File: src/rtl/mem_access_controller_if.sv
// Signal bundle between the MEM stage / data bus and mem_access_controller.
// slave is the controller's view; master is the pipeline-plus-bus environment's view.
interface mem_access_controller_if;
    logic        MEM_MemRead;
    logic        MEM_MemWrite;
    logic [1:0]  MEM_Size;
    logic        MEM_SignExtend;
    logic [31:0] MEM_Address;
    logic [31:0] MEM_WriteData;
    logic        MEM_Stall_Controller;
    logic [31:0] MEM_ReadData;
    logic        MEM_BusError;
    logic [31:0] Bus_Address;
    logic [31:0] Bus_WriteData;
    logic [3:0]  Bus_ByteEnable;
    logic        Bus_Read;
    logic        Bus_Write;
    logic        Bus_Ready;
    logic [31:0] Bus_ReadData;

    modport slave (
        input  MEM_MemRead, MEM_MemWrite, MEM_Size, MEM_SignExtend, MEM_Address, MEM_WriteData,
        input  Bus_Ready, Bus_ReadData,
        output MEM_Stall_Controller, MEM_ReadData, MEM_BusError,
        output Bus_Address, Bus_WriteData, Bus_ByteEnable, Bus_Read, Bus_Write
    );

    modport master (
        output MEM_MemRead, MEM_MemWrite, MEM_Size, MEM_SignExtend, MEM_Address, MEM_WriteData,
        output Bus_Ready, Bus_ReadData,
        input  MEM_Stall_Controller, MEM_ReadData, MEM_BusError,
        input  Bus_Address, Bus_WriteData, Bus_ByteEnable, Bus_Read, Bus_Write
    );
endinterface

File: src/rtl/mem_access_controller.sv
// Runs MEM-stage loads/stores on a multi-cycle data bus, stalling the pipeline until done.
// Define MEM_ALIGN_CHECK_EN to reject misaligned half/word accesses without a bus cycle.
module mem_access_controller #(
    parameter int unsigned MAX_WAIT = 255
) (
    input logic                    clock,
    input logic                    reset_n,
    mem_access_controller_if.slave bus
);
    localparam int unsigned CntW = (MAX_WAIT > 1) ? $clog2(MAX_WAIT + 1) : 1;

    typedef enum logic [1:0] {StIdle, StAccess, StDone} state_e;

    state_e          state_q, state_d;
    logic [CntW-1:0] wait_cnt_q, wait_cnt_d;
    logic [31:0]     addr_q, wdata_q, rdata_q, rdata_d;
    logic [1:0]      lane_q, size_q;
    logic [3:0]      be_q;
    logic            sext_q;
    logic            rd_q, rd_d, wr_q, wr_d, err_q, err_d;
    logic            latch_en, stall, req, misaligned;
    logic [1:0]      lane;
    logic [3:0]      be_req;
    logic [31:0]     wdata_req, load_val;
    logic [7:0]      ld_byte;
    logic [15:0]     ld_half;

    assign req  = bus.MEM_MemRead | bus.MEM_MemWrite;
    assign lane = bus.MEM_Address[1:0];

    always_comb begin
        be_req    = 4'b1111;
        wdata_req = bus.MEM_WriteData;
        case (bus.MEM_Size)
            2'b00: begin
                be_req    = 4'b0001 << lane;
                wdata_req = {4{bus.MEM_WriteData[7:0]}};
            end
            2'b01: begin
                be_req    = 4'b0011 << {lane[1], 1'b0};
                wdata_req = {2{bus.MEM_WriteData[15:0]}};
            end
            default: ;
        endcase
    end

`ifdef MEM_ALIGN_CHECK_EN
    assign misaligned = ((bus.MEM_Size == 2'b01) && lane[0]) ||
                        (bus.MEM_Size[1] && (lane != 2'b00));
`else
    assign misaligned = 1'b0;
`endif

    // Load lane select and extension, using the attributes latched at request time.
    always_comb begin
        unique case (lane_q)
            2'd0: ld_byte = bus.Bus_ReadData[7:0];
            2'd1: ld_byte = bus.Bus_ReadData[15:8];
            2'd2: ld_byte = bus.Bus_ReadData[23:16];
            2'd3: ld_byte = bus.Bus_ReadData[31:24];
        endcase
        ld_half = lane_q[1] ? bus.Bus_ReadData[31:16] : bus.Bus_ReadData[15:0];
        case (size_q)
            2'b00:   load_val = {{24{sext_q & ld_byte[7]}}, ld_byte};
            2'b01:   load_val = {{16{sext_q & ld_half[15]}}, ld_half};
            default: load_val = bus.Bus_ReadData;
        endcase
    end

    always_comb begin
        state_d    = state_q;
        wait_cnt_d = wait_cnt_q;
        rd_d       = rd_q;
        wr_d       = wr_q;
        rdata_d    = rdata_q;
        err_d      = err_q;
        latch_en   = 1'b0;
        stall      = 1'b0;
        unique case (state_q)
            StIdle: begin
                if (req) begin
                    stall      = 1'b1;
                    wait_cnt_d = '0;
                    if (misaligned) begin
                        err_d   = 1'b1;
                        state_d = StDone;
                    end else begin
                        latch_en = 1'b1;
                        err_d    = 1'b0;
                        rd_d     = ~bus.MEM_MemWrite;
                        wr_d     = bus.MEM_MemWrite;
                        state_d  = StAccess;
                    end
                end
            end
            StAccess: begin
                stall      = 1'b1;
                wait_cnt_d = wait_cnt_q + CntW'(1);
                if (bus.Bus_Ready) begin
                    rd_d    = 1'b0;
                    wr_d    = 1'b0;
                    state_d = StDone;
                    if (rd_q) rdata_d = load_val;
                end else if ((MAX_WAIT != 0) && (wait_cnt_q == CntW'(MAX_WAIT - 1))) begin
                    rd_d    = 1'b0;
                    wr_d    = 1'b0;
                    rdata_d = '0;
                    err_d   = 1'b1;
                    state_d = StDone;
                end
            end
            StDone: begin
                // The request still visible here belongs to the finished instruction.
                err_d   = 1'b0;
                state_d = StIdle;
            end
            default: state_d = StIdle;
        endcase
    end

    always_ff @(posedge clock or negedge reset_n) begin
        if (!reset_n) begin
            state_q    <= StIdle;
            wait_cnt_q <= '0;
            rd_q       <= 1'b0;
            wr_q       <= 1'b0;
            rdata_q    <= '0;
            err_q      <= 1'b0;
            addr_q     <= '0;
            wdata_q    <= '0;
            be_q       <= '0;
            lane_q     <= '0;
            size_q     <= '0;
            sext_q     <= 1'b0;
        end else begin
            state_q    <= state_d;
            wait_cnt_q <= wait_cnt_d;
            rd_q       <= rd_d;
            wr_q       <= wr_d;
            rdata_q    <= rdata_d;
            err_q      <= err_d;
            if (latch_en) begin
                addr_q  <= {bus.MEM_Address[31:2], 2'b00};
                wdata_q <= wdata_req;
                be_q    <= be_req;
                lane_q  <= lane;
                size_q  <= bus.MEM_Size;
                sext_q  <= bus.MEM_SignExtend;
            end
        end
    end

    // Gated with reset so the stall cannot follow a request held during reset.
    assign bus.MEM_Stall_Controller = stall & reset_n;
    assign bus.MEM_ReadData         = rdata_q;
    assign bus.MEM_BusError         = (state_q == StDone) & err_q;
    assign bus.Bus_Address          = addr_q;
    assign bus.Bus_WriteData        = wdata_q;
    assign bus.Bus_ByteEnable       = be_q;
    assign bus.Bus_Read             = rd_q;
    assign bus.Bus_Write            = wr_q;
endmodule

File: src/flat_wrapper.sv
// flat-port wrapper written by rule: the top's interface ports become plain ports
module mem_access_controller_flat 
#(
    parameter int unsigned MAX_WAIT = 255
)
  (clock, reset_n, bus_MEM_MemRead, bus_MEM_MemWrite, bus_MEM_Size, bus_MEM_SignExtend, bus_MEM_Address, bus_MEM_WriteData, bus_Bus_Ready, bus_Bus_ReadData, bus_MEM_Stall_Controller, bus_MEM_ReadData, bus_MEM_BusError, bus_Bus_Address, bus_Bus_WriteData, bus_Bus_ByteEnable, bus_Bus_Read, bus_Bus_Write);
  mem_access_controller_if bus_i ();
  input logic clock;
  input logic reset_n;
  input wire logic [$bits(bus_i.MEM_MemRead)-1:0] bus_MEM_MemRead;
  input wire logic [$bits(bus_i.MEM_MemWrite)-1:0] bus_MEM_MemWrite;
  input wire logic [$bits(bus_i.MEM_Size)-1:0] bus_MEM_Size;
  input wire logic [$bits(bus_i.MEM_SignExtend)-1:0] bus_MEM_SignExtend;
  input wire logic [$bits(bus_i.MEM_Address)-1:0] bus_MEM_Address;
  input wire logic [$bits(bus_i.MEM_WriteData)-1:0] bus_MEM_WriteData;
  input wire logic [$bits(bus_i.Bus_Ready)-1:0] bus_Bus_Ready;
  input wire logic [$bits(bus_i.Bus_ReadData)-1:0] bus_Bus_ReadData;
  output wire logic [$bits(bus_i.MEM_Stall_Controller)-1:0] bus_MEM_Stall_Controller;
  output wire logic [$bits(bus_i.MEM_ReadData)-1:0] bus_MEM_ReadData;
  output wire logic [$bits(bus_i.MEM_BusError)-1:0] bus_MEM_BusError;
  output wire logic [$bits(bus_i.Bus_Address)-1:0] bus_Bus_Address;
  output wire logic [$bits(bus_i.Bus_WriteData)-1:0] bus_Bus_WriteData;
  output wire logic [$bits(bus_i.Bus_ByteEnable)-1:0] bus_Bus_ByteEnable;
  output wire logic [$bits(bus_i.Bus_Read)-1:0] bus_Bus_Read;
  output wire logic [$bits(bus_i.Bus_Write)-1:0] bus_Bus_Write;
  assign bus_i.MEM_MemRead = bus_MEM_MemRead;
  assign bus_i.MEM_MemWrite = bus_MEM_MemWrite;
  assign bus_i.MEM_Size = bus_MEM_Size;
  assign bus_i.MEM_SignExtend = bus_MEM_SignExtend;
  assign bus_i.MEM_Address = bus_MEM_Address;
  assign bus_i.MEM_WriteData = bus_MEM_WriteData;
  assign bus_i.Bus_Ready = bus_Bus_Ready;
  assign bus_i.Bus_ReadData = bus_Bus_ReadData;
  assign bus_MEM_Stall_Controller = bus_i.MEM_Stall_Controller;
  assign bus_MEM_ReadData = bus_i.MEM_ReadData;
  assign bus_MEM_BusError = bus_i.MEM_BusError;
  assign bus_Bus_Address = bus_i.Bus_Address;
  assign bus_Bus_WriteData = bus_i.Bus_WriteData;
  assign bus_Bus_ByteEnable = bus_i.Bus_ByteEnable;
  assign bus_Bus_Read = bus_i.Bus_Read;
  assign bus_Bus_Write = bus_i.Bus_Write;
  mem_access_controller #(.MAX_WAIT(MAX_WAIT)) u_core (.clock(clock), .reset_n(reset_n), .bus(bus_i));
endmodule
File: config.mk
export PLATFORM = sky130hd
export DESIGN_NAME = mem_access_controller_flat
export DESIGN_NICKNAME = d
export VERILOG_FILES = /design/src/rtl/mem_access_controller_if.sv /design/src/rtl/mem_access_controller.sv /design/src/flat_wrapper.sv
export SDC_FILE = /design/constraint.sdc
export NUM_CORES = 1
export LEC_CHECK = 0
export BUFFER_PORTS_ARGS = -buffer_cell sky130_fd_sc_hd__buf_2
export CAP_MARGIN = 20
export CORE_UTILIZATION = 49
export DETAILED_ROUTE_END_ITERATION = 8
export PLACE_DENSITY = 0.78
export SYNTH_ARGS = -nofsm -noshare
export SYNTH_HDL_FRONTEND = slang
export SYNTH_SLANG_ARGS = --single-unit
File: constraint.sdc
create_clock -name clock -period 2.4 [get_ports clock]
set_input_delay 0 -clock clock [delete_from_list [all_inputs] [get_ports clock]]
set_output_delay 0 -clock clock [all_outputs]
set_load 0.005 [all_outputs]
==> impl_metrics.csv, run 1 <==
group,metric,value,unit
routing,ant_nets,0,
critical_path,crit_start,"u_core.state_q[1]$_DFFE_PN0P_",
final_layout,fin_nets,961,
critical_path,critPathBufInv,0,
yosys,synth_cell_types,48,
placed_design,placed_cells,861,
placed_design,gp_congestion,0.935,
clock_network,post_cts_resized,0,
critical_path,crit_family,"simple AND/OR/NAND/NOR gates",
die,dieWidth,106,µm
hold_path,hold_path.class,"input port to async pin",
flow_run,maxCapViolations,0,
global_route,grt_util_all_layers,33.5,%
die,die_h,106,µm
clock_network,root_buffer,"clkbuf_8",
pwr,p_per_area,1190,nW/µm²
routing,drt-vias-per-instance,5.62,
clock_network,holdBufCountCts,111,
final_layout,design_area,8090,µm²
sta,setup_viol,0,
yosys,synth.avg_cell_area,9.58,µm²
clock_network,cts_tree,"built",
die,die_area,11200,µm²
sta,period_share,89.2,%
critical_path,cp_max_fo,16,
sta,rsz0062_at_grt,"no",
final_layout,area_growth,53.3,%
clock_network,clock_latency,0.53,ns
sta,relSlewSlack,27.6,%
sta,tightest_slew,1.09,ns
sta,min_period,2.14,ns
global_route,grt-ovfl-total,0,
sta,hold_violations,0,
die,top_level_ports,208,
critical_path,cp-end-kind,"flip-flop",
critical_path,critPathKind,"flip-flop to flip-flop",
die,row_count,37,
routing,post_drt_wl_per_cell,17.9,µm
critical_path,startpoint_type,"flip-flop",
global_route,grt_pass1_vias,5723,
critical_path,cpMaxStageDelayCell,"nor3_2",
yosys,synth_ff_type,"dfrtp_1",
placed_design,port_buffers,205,
die,initial_core_util,50.9,%
yosys,async_flop_share,100,%
critical_path,worstPathRequired,2.85,ns
sta,skew,0.00667,ns
routing,num_vias,5642,
yosys,syn_inst,551,
die,coreArea,10400,µm²
yosys,synth_warnings,0,
global_route,grt.busiest_layer,"met2",
final_layout,diodes,0,
clock_network,clock_sinks,116,
global_route,grt_antenna_before_repair,0,
sta,tns,0,ns
critical_path,critPathMaxStageDelay,0.89,ns
clock_network,cts_setup_buffers,0,
placed_design,hpwl,10400,µm
sta,slew_violations,0,
routing,firstDrtPassIters,8,
global_route,met1_usage,39.7,%
routing,drc,0,
yosys,synth.cell_area,5280,µm²
sta,max_freq,467,MHz
clock_network,cts_buffers,17,
pwr,leakage,0.00412,µW
routing,drt-initial-drc-count,476,
final_layout,drive_above_1_share,28.8,%
critical_path,r2r_start,"u_core.state_q[1]$_DFFE_PN0P_",
yosys,ys_seq_area_share,55.0,%
placed_design,place_area,6370,µm²
global_route,grt_pass1_wl,28600,µm
final_layout,fin_util,78.1,%
critical_path,crit_arrival,2.59,ns
yosys,synth_seq_cells,116,
clock_network,cts.reportedPaths.clkPinSlew,0.06,ns
final_layout,layout_commonest_cell,"buf_2",
pwr,ir_worst_vdd,0.591,mV
global_route,grt_max_degree,106,
clock_network,clock_path_buffers,2,
critical_path,crit_chain,"nand2b_1 -> nor3_2 -> a221o_1",
critical_path,r2r_slack,0.26,ns
routing,drt-total-wl,18000,µm
outcome,status,"completed",
clock_network,h-tree-depth,4,
final_layout,final_cell_mix,"buf_2, nand2_1, dfrtp_1",
global_route,grt.met3_usage,8.29,%
global_route,use_met2,56.0,%
yosys,synth_edf_count,0,
final_layout,final_cells,1004,
-- sequential cells by signal (all words and copies together) (netlist names) --
| name | flops |
|---|---|
| u_core.bus.Bus_WriteData | 32 |
| u_core.wait_cnt_q | 8 |
| u_core.bus.Bus_Address | 30 |
| u_core.lane_q | 2 |
| u_core.sext_q | 1 |
| u_core.bus.MEM_ReadData | 32 |
| u_core.bus.Bus_Write | 1 |
| u_core.bus.Bus_Read | 1 |
| u_core.bus.Bus_ByteEnable | 4 |
| u_core.state_q | 2 |
| u_core.err_q | 1 |
| u_core.size_q | 2 |
-- cells by family after synthesis --
family                   synth area share, %
flip-flops                              55.0
XOR/XNOR                               0.166
AO/OA/AOI/OAI                           16.5
adder cells (fa/ha/maj)                0.474
AND/OR/NAND/NOR                         16.5
multiplexers                            7.44
buffers and inverters                   3.86
other                                 0.0710
-- where the power goes --
| part | switching, µW | total [µW] | internal, µW |
|---|---|---|---|
| sequential | 698 | 3550 | 2860 |
| clock | 921 | 2590 | 1670 |
| combinational | 1940 | 3500 | 1570 |
-- synth_stat cells, types with 3 or more instances --
cell type  count  area, µm²
o22ai_1        4       25.0
nor2_1        16       60.1
nand2b_1       4       25.0
dfrtp_1      116       2900
nand4_1        3       18.8
nor3_1         3       15.0
inv_1          7       26.3
a221o_1       17        170
nand3_1        3       15.0
clkbuf_1      20       75.1
o21ai_0       23        115
o21ai_1       31        155
mux2i_1       37        370
o2bb2ai_1     14        123
a21oi_1       28        140
buf_2         13       65.1
or3_1          7       43.8
nand2_1      168        631
-- per-layer routing --
layer / wire [µm] / vias up
li1: - / 2505
met4: 646 / 0
met2: 8940 / 358
met3: 1510 / 62
met1: 6910 / 2717
met5: 0 / -
-- stage by stage --
stage / hold slack, ns / total power (µW) / worst slack (ns)
after floorplan: -0.296 / 5310 / 0.773
after global placement: 0.00759 / 6570 / 0.503
after detailed placement: 0.0200 / 6720 / 0.365
after CTS: 0.00645 / 9490 / 0.284
after global routing: 0.0314 / 10200 / 0.0459
final: 0.00707 / 9640 / 0.260
-- worst reg2reg max path, cell delays in order (launching register included) --
cell and delay (ns):
dfrtp_1 0.46, nand2b_1 0.42, nor3_2 0.89, a221o_1 0.31
-- final timing paths --
path,cells past startpoint,to
max in group asynchronous,3,u_core.bus.Bus_ByteEnable[3]$_DFFE_PN0P_
min,2,u_core.bus.MEM_ReadData[18]$_DFFE_PN0P_
max reg2reg,3,u_core.bus.MEM_ReadData[22]$_DFFE_PN0P_
max,3,u_core.bus.MEM_ReadData[22]$_DFFE_PN0P_
min in group clock,3,u_core.size_q[1]$_DFFE_PN0P_
min reg2reg,2,u_core.bus.Bus_Address[8]$_DFFE_PN0P_
-- layout make-up --
cell class / instances / area, µm²
Sequential cell: 116 / 2900
Fill cell: 613 / 2280
Timing Repair Buffer: 321 / 2190
Multi-Input combinational cell: 390 / 2190
Clock buffer: 21 / 459
Tap cell: 136 / 170
Clock inverter: 11 / 151
Inverter: 9 / 33.8
No activity file was read; power rests on OpenSTA's default activity.
==> inputs of run 2 (changes only) <==
- REMOVE_ABC_BUFFERS: default -> 1
==> run 2 against run 1 <==
Compared with the run above: worst hold slack better by 0.086 ns; critical endpoint is now u_core.bus.MEM_ReadData[0]$_DFFE_PN0P_; clock-buffer cell count up 6; sequential share of layout area down 0.45 points; cell area up 1.3%; cell count up 1.0%.
==> impl_metrics.csv, run 2 (synthesis results as in run 1) <==
group,metric,value,unit
critical_path,crit_arrival,2.63,ns
pwr,ir_worst_vdd,0.600,mV
critical_path,cp-end-kind,"flip-flop",
placed_design,placed_cells,863,
pwr,leakage,0.00418,µW
flow_run,maxCapViolations,0,
final_layout,final_cells,1014,
outcome,status,"completed",
clock_network,cts_setup_buffers,0,
final_layout,final_cell_mix,"buf_2, nand2_1, dlygate4sd3_1",
critical_path,critPathKind,"flip-flop to flip-flop",
critical_path,critPathMaxStageDelay,0.56,ns
clock_network,clock_sinks,116,
placed_design,hpwl,10100,µm
placed_design,gp_congestion,0.863,
routing,drt-vias-per-instance,5.64,
global_route,grt_pass1_vias,5812,
clock_network,cts_tree,"built",
final_layout,layout_commonest_cell,"buf_2",
critical_path,critPathBufInv,3,
die,initial_core_util,50.9,%
sta,max_freq,445,MHz
die,row_count,37,
routing,num_vias,5724,
sta,hold_violations,0,
clock_network,root_buffer,"clkbuf_8",
die,die_area,11200,µm²
sta,skew,0.00826,ns
die,die_h,106,µm
global_route,grt_pass1_wl,28800,µm
sta,slew_violations,0,
pwr,p_per_area,1190,nW/µm²
sta,rsz0062_at_grt,"no",
routing,drt-initial-drc-count,474,
critical_path,crit_family,"buffers and inverters",
final_layout,area_growth,55.3,%
final_layout,fin_nets,973,
die,dieWidth,106,µm
hold_path,hold_path.class,"input port to async pin",
clock_network,cts.reportedPaths.clkPinSlew,0.05,ns
pwr,finalPower,9750,µW
global_route,grt_util_all_layers,33.2,%
global_route,grt_antenna_before_repair,0,
sta,setup_viol,0,
critical_path,startpoint_type,"flip-flop",
global_route,grt_max_degree,106,
routing,drc,0,
critical_path,cp_max_fo,21,
routing,post_drt_wl_per_cell,18.3,µm
clock_network,h-tree-depth,4,
placed_design,port_buffers,205,
clock_network,clock_latency,0.50,ns
sta,tightest_slew,1.10,ns
critical_path,cpMaxStageDelayCell,"dlygate4sd3_1",
routing,drt-total-wl,18500,µm
routing,firstDrtPassIters,5,
final_layout,final.fill_count,605,
final_layout,diodes,0,
critical_path,worstPathRequired,2.78,ns
sta,relSlewSlack,26.0,%
clock_network,clock_path_buffers,2,
die,coreArea,10400,µm²
die,top_level_ports,208,
clock_network,cts_buffers,17,
global_route,grt-ovfl-total,0,
final_layout,drive_above_1_share,28.7,%
routing,ant_nets,0,
sta,period_share,93.6,%
sta,min_period,2.25,ns
critical_path,crit_chain,"inv_1 -> ha_1 -> and2_1 -> nand4_1 -> a21o_2 -> buf_12 -> o2bb2ai_1 -> dlygate4sd3_1",
run 2: stage by stage:
stage | TNS [ns] | area, µm² | hold slack, ns | setup slack [ns] | utilization, %
final | 0 | 8200 | 0.0927 | 0.154 | 79.1
after global placement | 0 | 6400 | 0.0847 | 0.466 | 61.7
after floorplan | -37.43 | 5110 | -0.296 | -0.875 | -
after global routing | 0 | 8200 | 0.132 | 0.0199 | 79.1
after detailed placement | 0 | 6400 | 0.0935 | 0.332 | 61.7
after CTS | 0 | 8190 | 0.0949 | 0.0641 | 79.0
run 2: layout make-up:
type / instances / area [µm²] / area share (%)
clock inverters: 3 / 65.1 / 0.793
flip-flops and latches: 116 / 2900 / 35.4
clock buffers: 27 / 522 / 6.36
repair buffers: 332 / 2310 / 28.1
multi-input cells: 391 / 2200 / 26.8
inverters: 9 / 33.8 / 0.412
well taps: 136 / 170 / 2.08
run 2: worst reg2reg max path: stages (launching register included):
cell and delay (ns):
dfrtp_1 0.42, inv_1 0.08, ha_1 0.13, and2_1 0.13
nand4_1 0.13, a21o_2 0.35, buf_12 0.20, o2bb2ai_1 0.13
dlygate4sd3_1 0.56
run 2: path summary, 6_finish.rpt:
| kind | start | endpoint | slack, ns | cells past startpoint |
|---|---|---|---|---|
| max | u_core.wait_cnt_q[0]$_DFFE_PN0P_ | u_core.bus.MEM_ReadData[0]$_DFFE_PN0P_ | 0.15 | 8 |
| min | reset_n | u_core.bus.MEM_ReadData[8]$_DFFE_PN0P_ | 0.09 | 2 |
| max reg2reg | u_core.wait_cnt_q[0]$_DFFE_PN0P_ | u_core.bus.MEM_ReadData[0]$_DFFE_PN0P_ | 0.15 | 8 |
| min reg2reg | u_core.bus.Bus_WriteData[0]$_DFFE_PN0P_ | u_core.bus.Bus_WriteData[0]$_DFFE_PN0P_ | 0.47 | 2 |
| max in group asynchronous | reset_n | u_core.bus.Bus_WriteData[9]$_DFFE_PN0P_ | 1.53 | 3 |
| min in group clock | bus_MEM_Address[28] | u_core.bus.Bus_Address[28]$_DFFE_PN0P_ | 0.22 | 4 |
run 2: where the power goes:
group / leakage [µW] / switching (µW) / internal [µW]
registers: 0.00145 / 724 / 2860
clock network: 0.000290 / 850 / 1660
logic: 0.00244 / 1990 / 1660
total: 0.00418 / 3570 / 6180
run 2: what timing repair did:
action                                 4_1_cts  5_1_grt
setup endpoints to repair                    0        4
resized for setup                            0        3
hold buffers                               120        0
endpoints found under the hold margin      159        0
run 2: per-layer routing:
layer	GRT usage [%]	part of all wire, %	vias to the layer above
met1	38.6	37	2770
met3	9.71	9.6	39
li1	-	-	2535
met4	12.2	2.2	0
met2	57.8	51	380
met5	0	0	-
==> inputs of run 3 (changes only) <==
- ABC_AREA: default -> 1
- CORE_ASPECT_RATIO: default -> 1.5
- CORE_UTILIZATION: 49 -> 50
- PLACE_DENSITY: 0.78 -> 0.79
==> run 3 against run 2 <==
Compared with the run above: total power increased by 0.68%; worst hold slack got worse by 0.068 ns; die area increased by 3.3%; non-clock buffer count decreased by 14; critical path depth decreased by 3; combinational power increased by 4%; critical path type unchanged; critical endpoint is now u_core.bus.Bus_WriteData[18]$_DFFE_PN0P_; largest power group unchanged.
==> impl_metrics.csv, run 3 <==
group,metric,value,unit
placed_design,place_area,6620,µm²
clock_network,cts_tree,"built",
critical_path,startpoint_type,"flip-flop",
die,top_level_ports,208,
yosys,synth_cell_types,32,
routing,firstDrtPassIters,5,
yosys,synth_edf_count,0,
die,row_count,46,
critical_path,crit_family,"buffers and inverters",
critical_path,cpMaxStageDelayCell,"dlygate4sd3_1",
routing,num_vias,6154,
yosys,synth.cell_area,5570,µm²
sta,slew_violations,0,
yosys,synth_warnings,0,
die,initial_core_util,52.0,%
sta,setup_viol,0,
pwr,switchingPower,3830,µW
final_layout,drive_above_1_share,25.4,%
yosys,synthTopCellsByArea,"dfrtp_1, nand2_1, nor2_1",
routing,drt-vias-per-instance,5.26,
clock_network,h-tree-depth,4,
yosys,synth_seq_cells,116,
sta,tightest_slew,0.651,ns
clock_network,clock_latency,0.41,ns
flow_run,maxCapViolations,0,
global_route,grt-ovfl-total,0,
pwr,leakage,0.00450,µW
sta,min_period,2.25,ns
pwr,p_comb_share,38.8,%
final_layout,area_growth,49.3,%
pwr,clkPwrFrac,26.4,%
global_route,grt_antenna_before_repair,0,
critical_path,critPathBufInv,2,
routing,drt-initial-drc-count,382,
global_route,grt_pass1_vias,6304,
clock_network,root_buffer,"clkbuf_16",
yosys,synth_ff_type,"dfrtp_1",
sta,period_share,93.9,%
pwr,ir_worst_vdd,0.714,mV
yosys,synth.avg_cell_area,7.86,µm²
global_route,grt_pass1_wl,30600,µm
final_layout,diodes,0,
routing,post_drt_wl_per_cell,16.3,µm
pwr,intPower,5990,µW
yosys,syn_inst,708,
final_layout,final_cells,1170,
critical_path,critPathKind,"flip-flop to flip-flop",
sta,max_freq,444,MHz
pwr,sequentialPowerShare,34.8,%
critical_path,crit_arrival,2.59,ns
critical_path,critPathMaxStageDelay,0.64,ns
final_layout,layout_commonest_cell,"nand2_1",
final_layout,final_cell_mix,"nand2_1, buf_2, dfrtp_1",
critical_path,cp-end-kind,"flip-flop",
clock_network,cts_buffers,17,
clock_network,cts.reportedPaths.clkPinSlew,0.06,ns
yosys,synth_common_cells,"nand2_1, dfrtp_1, nor2_1, inv_1, a21oi_1",
clock_network,cts_setup_buffers,0,
pwr,finalPower,9820,µW
sta,relSlewSlack,56.5,%
outcome,status,"completed",
global_route,grt_util_all_layers,34.6,%
critical_path,crit_chain,"nor3_4 -> buf_8 -> nor2_1 -> a21oi_1 -> dlygate4sd3_1",
pwr,swShare,39.0,%
critical_path,cp_max_fo,84,
die,die_h,131,µm
routing,drt-total-wl,19100,µm
clock_network,clock_path_buffers,2,
sta,hold_violations,0,
global_route,grt_max_degree,85,
die,coreArea,10700,µm²
final_layout,fin_nets,1119,
placed_design,preCtsSetupSlack,0.456,ns
yosys,ys_seq_area_share,52.2,%
sta,skew,0.0128,ns
die,dieWidth,88.1,µm
routing,drc,0,
yosys,async_flop_share,100,%
sta,finalWorstSetupSlack,0.146,ns
placed_design,placed_cells,1031,
placed_design,hpwl,10500,µm
yosys,synth_top_cell_by_area,"dfrtp_1",
yosys,yosysTopAreaCellShare,52.2,%
final_layout,design_area,8310,µm²
critical_path,worstPathRequired,2.73,ns
hold_path,hold_path.class,"input port to flip-flop",
die,die_area,11600,µm²
final_layout,final.fill_count,704,
placed_design,gp_congestion,0.880,
routing,ant_nets,0,
pwr,p_per_area,1180,nW/µm²
placed_design,port_buffers,205,
clock_network,clock_sinks,116,
yosys,synthMostInstantiatedCell,"nand2_1",
sta,rsz0062_at_grt,"no",
==> run 3: area by class of cell <==
type / count / area [µm²] / share of cell area (%)
flip-flops and latches: 116 / 2900 / 34.9
clock inverters: 15 / 183 / 2.20
clock buffers: 17 / 425 / 5.12
multi-input cells: 510 / 2260 / 27.2
inverters: 50 / 190 / 2.29
well taps: 144 / 180 / 2.17
repair buffers: 318 / 2160 / 26.1
==> run 3: cells by family (layout without fill, tap and decap cells) <==
group	Yosys count	count (layout)	synth area share, %
simple gates	406	406	29.7
flops	116	116	52.2
compound gates	100	100	10.3
buf+inv	83	400	7.26
fa+ha+maj	2	2	0.450
other cells	1	2	0.0674
==> run 3: per-layer routing <==
metal / wire length, µm / GRT usage, %
met5: 0 / 0
met3: 1510 / 8.67
met2: 9550 / 56.5
met1: 6870 / 38.9
met4: 1200 / 22.9
==> run 3: final timing paths <==
check,start,end,slack [ns],cells after the start
hold reg to reg,u_core.bus.Bus_Address[25]$_DFFE_PN0P_,u_core.bus.Bus_Address[25]$_DFFE_PN0P_,0.47,2
setup / recovery,u_core.state_q[1]$_DFFE_PN0P_,u_core.bus.Bus_WriteData[18]$_DFFE_PN0P_,0.15,5
min in group asynchronous,reset_n,u_core.wait_cnt_q[0]$_DFFE_PN0P_,0.16,2
setup reg to reg,u_core.state_q[1]$_DFFE_PN0P_,u_core.bus.Bus_WriteData[18]$_DFFE_PN0P_,0.15,5
hold / removal,bus_Bus_ReadData[28],u_core.bus.MEM_ReadData[28]$_DFFE_PN0P_,0.03,5
max in group asynchronous,reset_n,u_core.bus.Bus_WriteData[21]$_DFFE_PN0P_,1.45,3
==> run 3: what timing repair did <==
item	4_1_cts	5_1_grt
setup endpoints to repair	0	8
hold endpoints to repair	146	0
gates resized for setup	0	5
hold buffers	107	0
==> run 3: tightest hold or removal path, delay by kind of cell <==
family	cells	cell delay (ns)
and+or+nand+nor	2	0.11
buffers and inverters	2	0.20
AOI/OAI and AO/OA	1	0.08
==> run 3: through the flow <==
step           hold slack, ns  utilization (%)  setup TNS, ns
4_1_cts                0.0101             77.5              0
5_1_grt                0.0467             77.6              0
2_1_floorplan          -0.296                -         -47.85
6_report               0.0251             77.6              0
3_5_place_dp           0.0368             61.8              0
3_3_place_gp           0.0416             61.8              0
==> run 3: power groups by stage <==
stage               combinational, µW  clock (µW)  sequential (µW)
floorplan                        1830           0             3400
global placement                 3310           0             3360
detailed placement               3400           0             3350
CTS                              3640        2630             3350
global route                     4230        2710             3500
finish                           3810        2590             3410
